<file path="src/rtl/pipe_stage_reg.sv">
// Parametrised inter-stage pipeline register: payload/valid/flag latch with
// flush, bubble/hold stall handling and saturating bubble/hold counters.
module pipe_stage_reg #(
  parameter int DATA_W = 64,
  parameter int STAGE  = 2,
  parameter int CNT_W  = 16
) (
  input  logic              clk,
  input  logic              rst,
  input  logic [5:0]        stall,
  input  logic              flush,
  input  logic              perf_clr,
  input  logic              in_valid,
  input  logic [DATA_W-1:0] in_data,
  input  logic [4:0]        in_wd,
  input  logic              in_wreg,
  input  logic              in_delayslot,
  input  logic              next_in_delayslot,
  output logic              out_valid,
  output logic [DATA_W-1:0] out_data,
  output logic [4:0]        out_wd,
  output logic              out_wreg,
  output logic              out_delayslot,
  output logic              delayslot_fb,
  output logic [CNT_W-1:0]  bubble_cnt,
  output logic [CNT_W-1:0]  hold_cnt
);

  logic              valid_q, valid_d;
  logic [DATA_W-1:0] data_q, data_d;
  logic [4:0]        wd_q, wd_d;
  logic              wreg_q, wreg_d;
  logic              ds_q, ds_d;
  logic              fb_q, fb_d;
  logic [CNT_W-1:0]  bubble_q, bubble_d;
  logic [CNT_W-1:0]  hold_q, hold_d;

  logic up_stall;
  logic dn_stall;

  assign up_stall = stall[STAGE];
  assign dn_stall = stall[STAGE+1];

  // Upstream running with downstream stopped cannot come from the controller;
  // it falls through to the advance branch.
  always_comb begin
    valid_d  = valid_q;
    data_d   = data_q;
    wd_d     = wd_q;
    wreg_d   = wreg_q;
    ds_d     = ds_q;
    fb_d     = fb_q;
    bubble_d = bubble_q;
    hold_d   = hold_q;

    if (flush) begin
      valid_d = 1'b0;
      data_d  = '0;
      wd_d    = '0;
      wreg_d  = 1'b0;
      ds_d    = 1'b0;
      fb_d    = 1'b0;
    end else if (up_stall && !dn_stall) begin
      valid_d  = 1'b0;
      data_d   = '0;
      wd_d     = '0;
      wreg_d   = 1'b0;
      ds_d     = 1'b0;
      bubble_d = (bubble_q == '1) ? bubble_q : bubble_q + CNT_W'(1);
    end else if (!up_stall) begin
      valid_d = in_valid;
      data_d  = in_data;
      wd_d    = in_wd;
      wreg_d  = in_wreg & in_valid;
      ds_d    = in_delayslot;
      fb_d    = next_in_delayslot;
    end else begin
      hold_d = (hold_q == '1) ? hold_q : hold_q + CNT_W'(1);
    end

    if (perf_clr) begin
      bubble_d = '0;
      hold_d   = '0;
    end
  end

  always_ff @(posedge clk) begin
    if (rst) begin
      valid_q  <= 1'b0;
      data_q   <= '0;
      wd_q     <= '0;
      wreg_q   <= 1'b0;
      ds_q     <= 1'b0;
      fb_q     <= 1'b0;
      bubble_q <= '0;
      hold_q   <= '0;
    end else begin
      valid_q  <= valid_d;
      data_q   <= data_d;
      wd_q     <= wd_d;
      wreg_q   <= wreg_d;
      ds_q     <= ds_d;
      fb_q     <= fb_d;
      bubble_q <= bubble_d;
      hold_q   <= hold_d;
    end
  end

  assign out_valid     = valid_q;
  assign out_data      = data_q;
  assign out_wd        = wd_q;
  assign out_wreg      = wreg_q;
  assign out_delayslot = ds_q;
  assign delayslot_fb  = fb_q;
  assign bubble_cnt    = bubble_q;
  assign hold_cnt      = hold_q;

endmodule

</file>
<file path="config.mk">
export PLATFORM = sky130hd
export DESIGN_NAME = pipe_stage_reg
export DESIGN_NICKNAME = d
export VERILOG_FILES = /design/src/rtl/pipe_stage_reg.sv
export SDC_FILE = /design/constraint.sdc
export NUM_CORES = 1
export LEC_CHECK = 0
export ABC_AREA = 0
export BUFFER_PORTS_ARGS = -buffer_cell sky130_fd_sc_hd__buf_2
export CORE_ASPECT_RATIO = 0.9
export CORE_MARGIN = 8
export CORE_UTILIZATION = 42
export CTS_CLUSTER_DIAMETER = 120
export CTS_CLUSTER_SIZE = 24
export DETAILED_ROUTE_END_ITERATION = 10
export PLACE_DENSITY = 0.84
export SETUP_SLACK_MARGIN = 0.4
export SLEW_MARGIN = 25
export SYNTH_ARGS = -nofsm -noshare
export SYNTH_HDL_FRONTEND = slang
export SYNTH_SLANG_ARGS = --single-unit
</file>
<file path="constraint.sdc">
create_clock -name clk -period 1.9 [get_ports clk]
set_clock_uncertainty 0.05 [all_clocks]
set_input_delay 0.285 -clock clk [delete_from_list [all_inputs] [get_ports clk]]
set_output_delay 0.285 -clock clk [all_outputs]
set_load 0.005 [all_outputs]
</file>
# == Word level (Yosys, flattened, before mapping) ==
# Cells that the tools add are included.
# op_classes
n_eq_ne,2
addsub,2
n_reduce_logical,8
bitwise_logic,6
# ops
operator,n
"16-bit by 1-bit adder with 16-bit output, second input constant",2
"16-bit equality test, second input constant",2
1-bit NOT,5
4-bit AND reduction,1
2-bit OR reduction,2
3-bit AND reduction,1
3-bit OR reduction,1
2-bit AND reduction,1
1-bit bitwise AND,1
1-bit logical AND,1
1-bit logical NOT,1
# word_totals
output_inout_bits,105
reg_bits,105
in_bits,83
elab_cells,26

# == Longest topological paths before layout ==
# logic_depth
word_depth,4
depth_mapped,6

# == Least setup slack after synthesis ==
# OpenSTA, ideal clock, no wires.
# synth_path
path_type,flip-flop to flip-flop
startpoint,reg bubble_q[0] (netlist: bubble_cnt[0])
endpoint,reg bubble_q[14] (netlist: bubble_cnt[14])
setup_ns,0.059
slack_ns,-0.030
t_arrival_ns,1.821
required_ns,1.791
n_path_buf,0
path_stages_with_launch,6
period_less_slack_ns,1.930
cell_sequence,dfxtp_1 -> ha_1 -> nand4_1 -> or4_4 -> or4_1 -> nand2_1
# synth_via
elab_chain_cells,3
word_cells_on_any_way,4
classes_between,1 x add/sub; 1 x eq/ne; 1 x bitwise; 1 x reduce/logical
# synth_lines
element,line,text
"start, declared",35,"logic [CNT_W-1:0] bubble_q, bubble_d;"
"start signal, assigned",104,bubble_q <= bubble_d;
branches (longest 3 deep; another with 16-bit by 1-bit adder with 16-bit output),-,
# Parallel ways; which one is timed is not known.
# A chain may end at the register's enable or synchronous reset.

# == Worst setup path in the final report ==
# layout_path
startpoint,reg bubble_q[1] (netlist: bubble_cnt[1])
endpoint,reg bubble_q[14] (netlist: bubble_cnt[14])
# The elaborated chain is that of the path after synthesis.

==> impl_results.md <==
- Die Width: 122 um
- Power per cell area: approximately 640 nW/um^2
- Post-synth EDFFs: 0
- Seq. cell area: ~2200 sq um
- Total track usage: about 20%
- Fin area: about 6400 sq um
- CP delay by family, top: simple AND/OR/NAND/NOR gates
- RSZ-0062 raised after global routing: true
- Seq/Total Area, Yosys: around 50%
- Hold slack: 0.109 ns
- CTS tree: yes
- Die Area: 13500 sq um
- CTS H-tree depth: 3
- Final Power: 4.11 mW
- Most common cell after layout, fill and taps aside: buf_2
- Met1 Usage GRT: about a fifth
- Non-filler cells, final: 809
- VDD IR-drop max: slightly below 0.0006 V
- Wire length per cell: around 18 um
- Most frequent cells in the layout: buf_2 (182), dfxtp_1 (78), nor2_1 (75), mux2i_1 (75), buf_4 (55)
- Least-Margin Pin Slew: between 1 and 1.5 ns
- Fillers: roughly 750
- Syn Area/Cell: just under 10 sq um
- Iter 0 DRT Violations: 380
- Number of vias per cell: 5.47
- Busiest grt layer: met2
- FF+latch count, synth: about 110
- Cell area after synthesis: 4220 sq um
- Static Leak: 3.07 nW
- Placer Congestion: ~0.85
- Post-synth top area share: about 50%
- DRC viols: 0
- GR Overflow Total: 0
- # rows: 34
- Synth async-reset ratio: 0%
- Max Cap Viol: 0
- # nets final: about 760
- Worst endpoint required time: about 2.2 ns
- Pre-Repair DR Iteration Count: 4
- Core area: 9740 sq um
- Initial core utilization: a little over two fifths
- Top post-synthesis cells by area: dfxtp_1 (50%), mux2i_1 (18%), nor2_1 (6.8%), a21oi_1 (2.6%), nand4_1 (1.9%)
- PortBufs: 183
- Type of the tightest min-delay check: input port to flop
- Worst slew margin: between 30% and 40%
- Primary FF master, synth: dfxtp_1
- Mapped Nets: 523
- Clock Tree Root: clkbuf_8
- Vias: around 4400
- Finish-stage setup viols: 0
- Largest net degree at the start of global routing: between 60 and 70
- Post-synthesis cell type count: 40
- Area of the multi-input gates: approximately 2300 sq um
- Fraction of layout cells with a size suffix above 1: about half
- Placed insts: 750
- Worst setup EP type: flop
- DP Wirelength: ~9.4 mm
- Placed inst area: ~5500 sq um
- First-pass GRT wire length: 21.9 mm
- Critical Path, Cell by Cell: ha_4 > nand4_1 > or4_4 > or4_1 > nand2_1
- ANT nets after route: 0
- Vias in the first global route: between 4000 and 5000
- Max incr delay on CP: 0.54 ns
- Worst path slowest cell: or4_4
- Flop2flop setup slack: 0.09 ns
- Synth area leader: dfxtp_1
- Crit Path Category: flop to flop
- Startpoint Class: flop
- GRT met3 Usage: under 10%
- Post-Route Utilization: between 60% and 70%
- Crit Path Max Fanout: 4
- Fin. max-slew vios: 0
- CTS Buf Count: 9
- Die H: around 110 um
- Worst skew pair latency: roughly 0.35 ns
- Final worst-path cycle share: between 90% and 100%
- Met2 Use GR: 34.9%
- Ant. Diodes: 0
- Area grow syn2layout: 51.5%
- Status: complete, no violations
- Clock sinks: between 100 and 150
- Min Tclk post-route: around 1.8 ns
- Clock slew at reported path FFs: roughly 0.10 ns
- I/O pins: between 150 and 200
- F_max: ~0.55 GHz
- Mapped Cells: between 400 and 500
- Buf+Inv Stages, Crit Path: 0
- Yosys warns: 0
- Initial antenna violation count: 1
- Drt total wl: between 10 and 15 mm
- Hold_buf cts: 0
- Worst EP arrival: 2.06 ns
- Clk buf depth: 2
- Final count of hold timing violations: 0
==> Yosys cell counts (all sizes together) (7+ instances only) <==
library cell and n:
or4 11, clkbuf 14, inv 7, mux2i 75, o31ai 9, nor2 76
nand4 13, o21ai 11, nand2 16, a21oi 22, buf 8, nand3 11
dfxtp 105, or3 12
==> final timing paths <==
path | to | depth (start not counted) | start
hold reg to reg | bubble_cnt[8] | 1 | bubble_cnt[8]
hold / removal | out_data[9] | 3 | in_data[9]
setup / recovery | bubble_cnt[14] | 5 | bubble_cnt[1]
setup reg to reg | bubble_cnt[14] | 5 | bubble_cnt[1]
==> power breakdown <==
part           total (mW)  switching [mW]  internal (mW)
Clock                1.48           0.736          0.746
Sequential           2.24          0.0222           2.22
Combinational       0.381           0.187          0.194
==> flip-flops by register name, indices dropped and copies added, names as in the netlist <==
name           count
delayslot_fb       1
out_data          64
out_wd             5
out_valid          1
bubble_cnt        16
hold_cnt          16
out_delayslot      1
out_wreg           1
==> cell type report <==
class	count	area share, %
clock buffers	13	3.33
clock inverters	2	0.215
inverters	7	0.411
multi-input cells	304	36.1
flip-flops and latches	105	34.0
well taps	126	2.47
repair buffers	252	23.5
==> tightest hold or removal path, delay by kind of cell <==
kind                   cells  cell delay, ns
multiplexers               1            0.05
AND/OR/NAND/NOR            1            0.07
buffers and inverters      1            0.07
==> stage by stage <==
step	setup TNS (ns)	worst slack [ns]
floorplan	0	0.0632
detailed placement	-0.00529	-0.00529
finish	0	0.0913
global route	0	0.0629
global placement	0	0.00337
CTS	0	0.196
==> layer usage <==
metal / up-vias / share of wire, %
met5: - / 0.055
met3: 54 / 8.8
li1: 2062 / -
met1: 2082 / 37
met4: 2 / 3.7
met2: 228 / 51
==> cell families after synthesis <==
logic type,after synthesis,share of synthesized area [%]
flip-flops,105,49.8
multiplexers,75,17.8
adder cells (fa/ha/maj),2,0.593
buffers and inverters,29,2.67
AO/OA/AOI/OAI,61,9.28
AND/OR/NAND/NOR,166,19.9
==> what timing repair did <==
item / 4_1_cts / 5_1_grt
hold endpoints to repair: 0 / 0
gates resized for setup: 44 / 48
gates cloned: 1 / 0
buffers inserted: 36 / 7
pin swaps: 22 / 23
endpoints found under the setup margin: 32 / 32
Power figures use the tool's default switching activity.
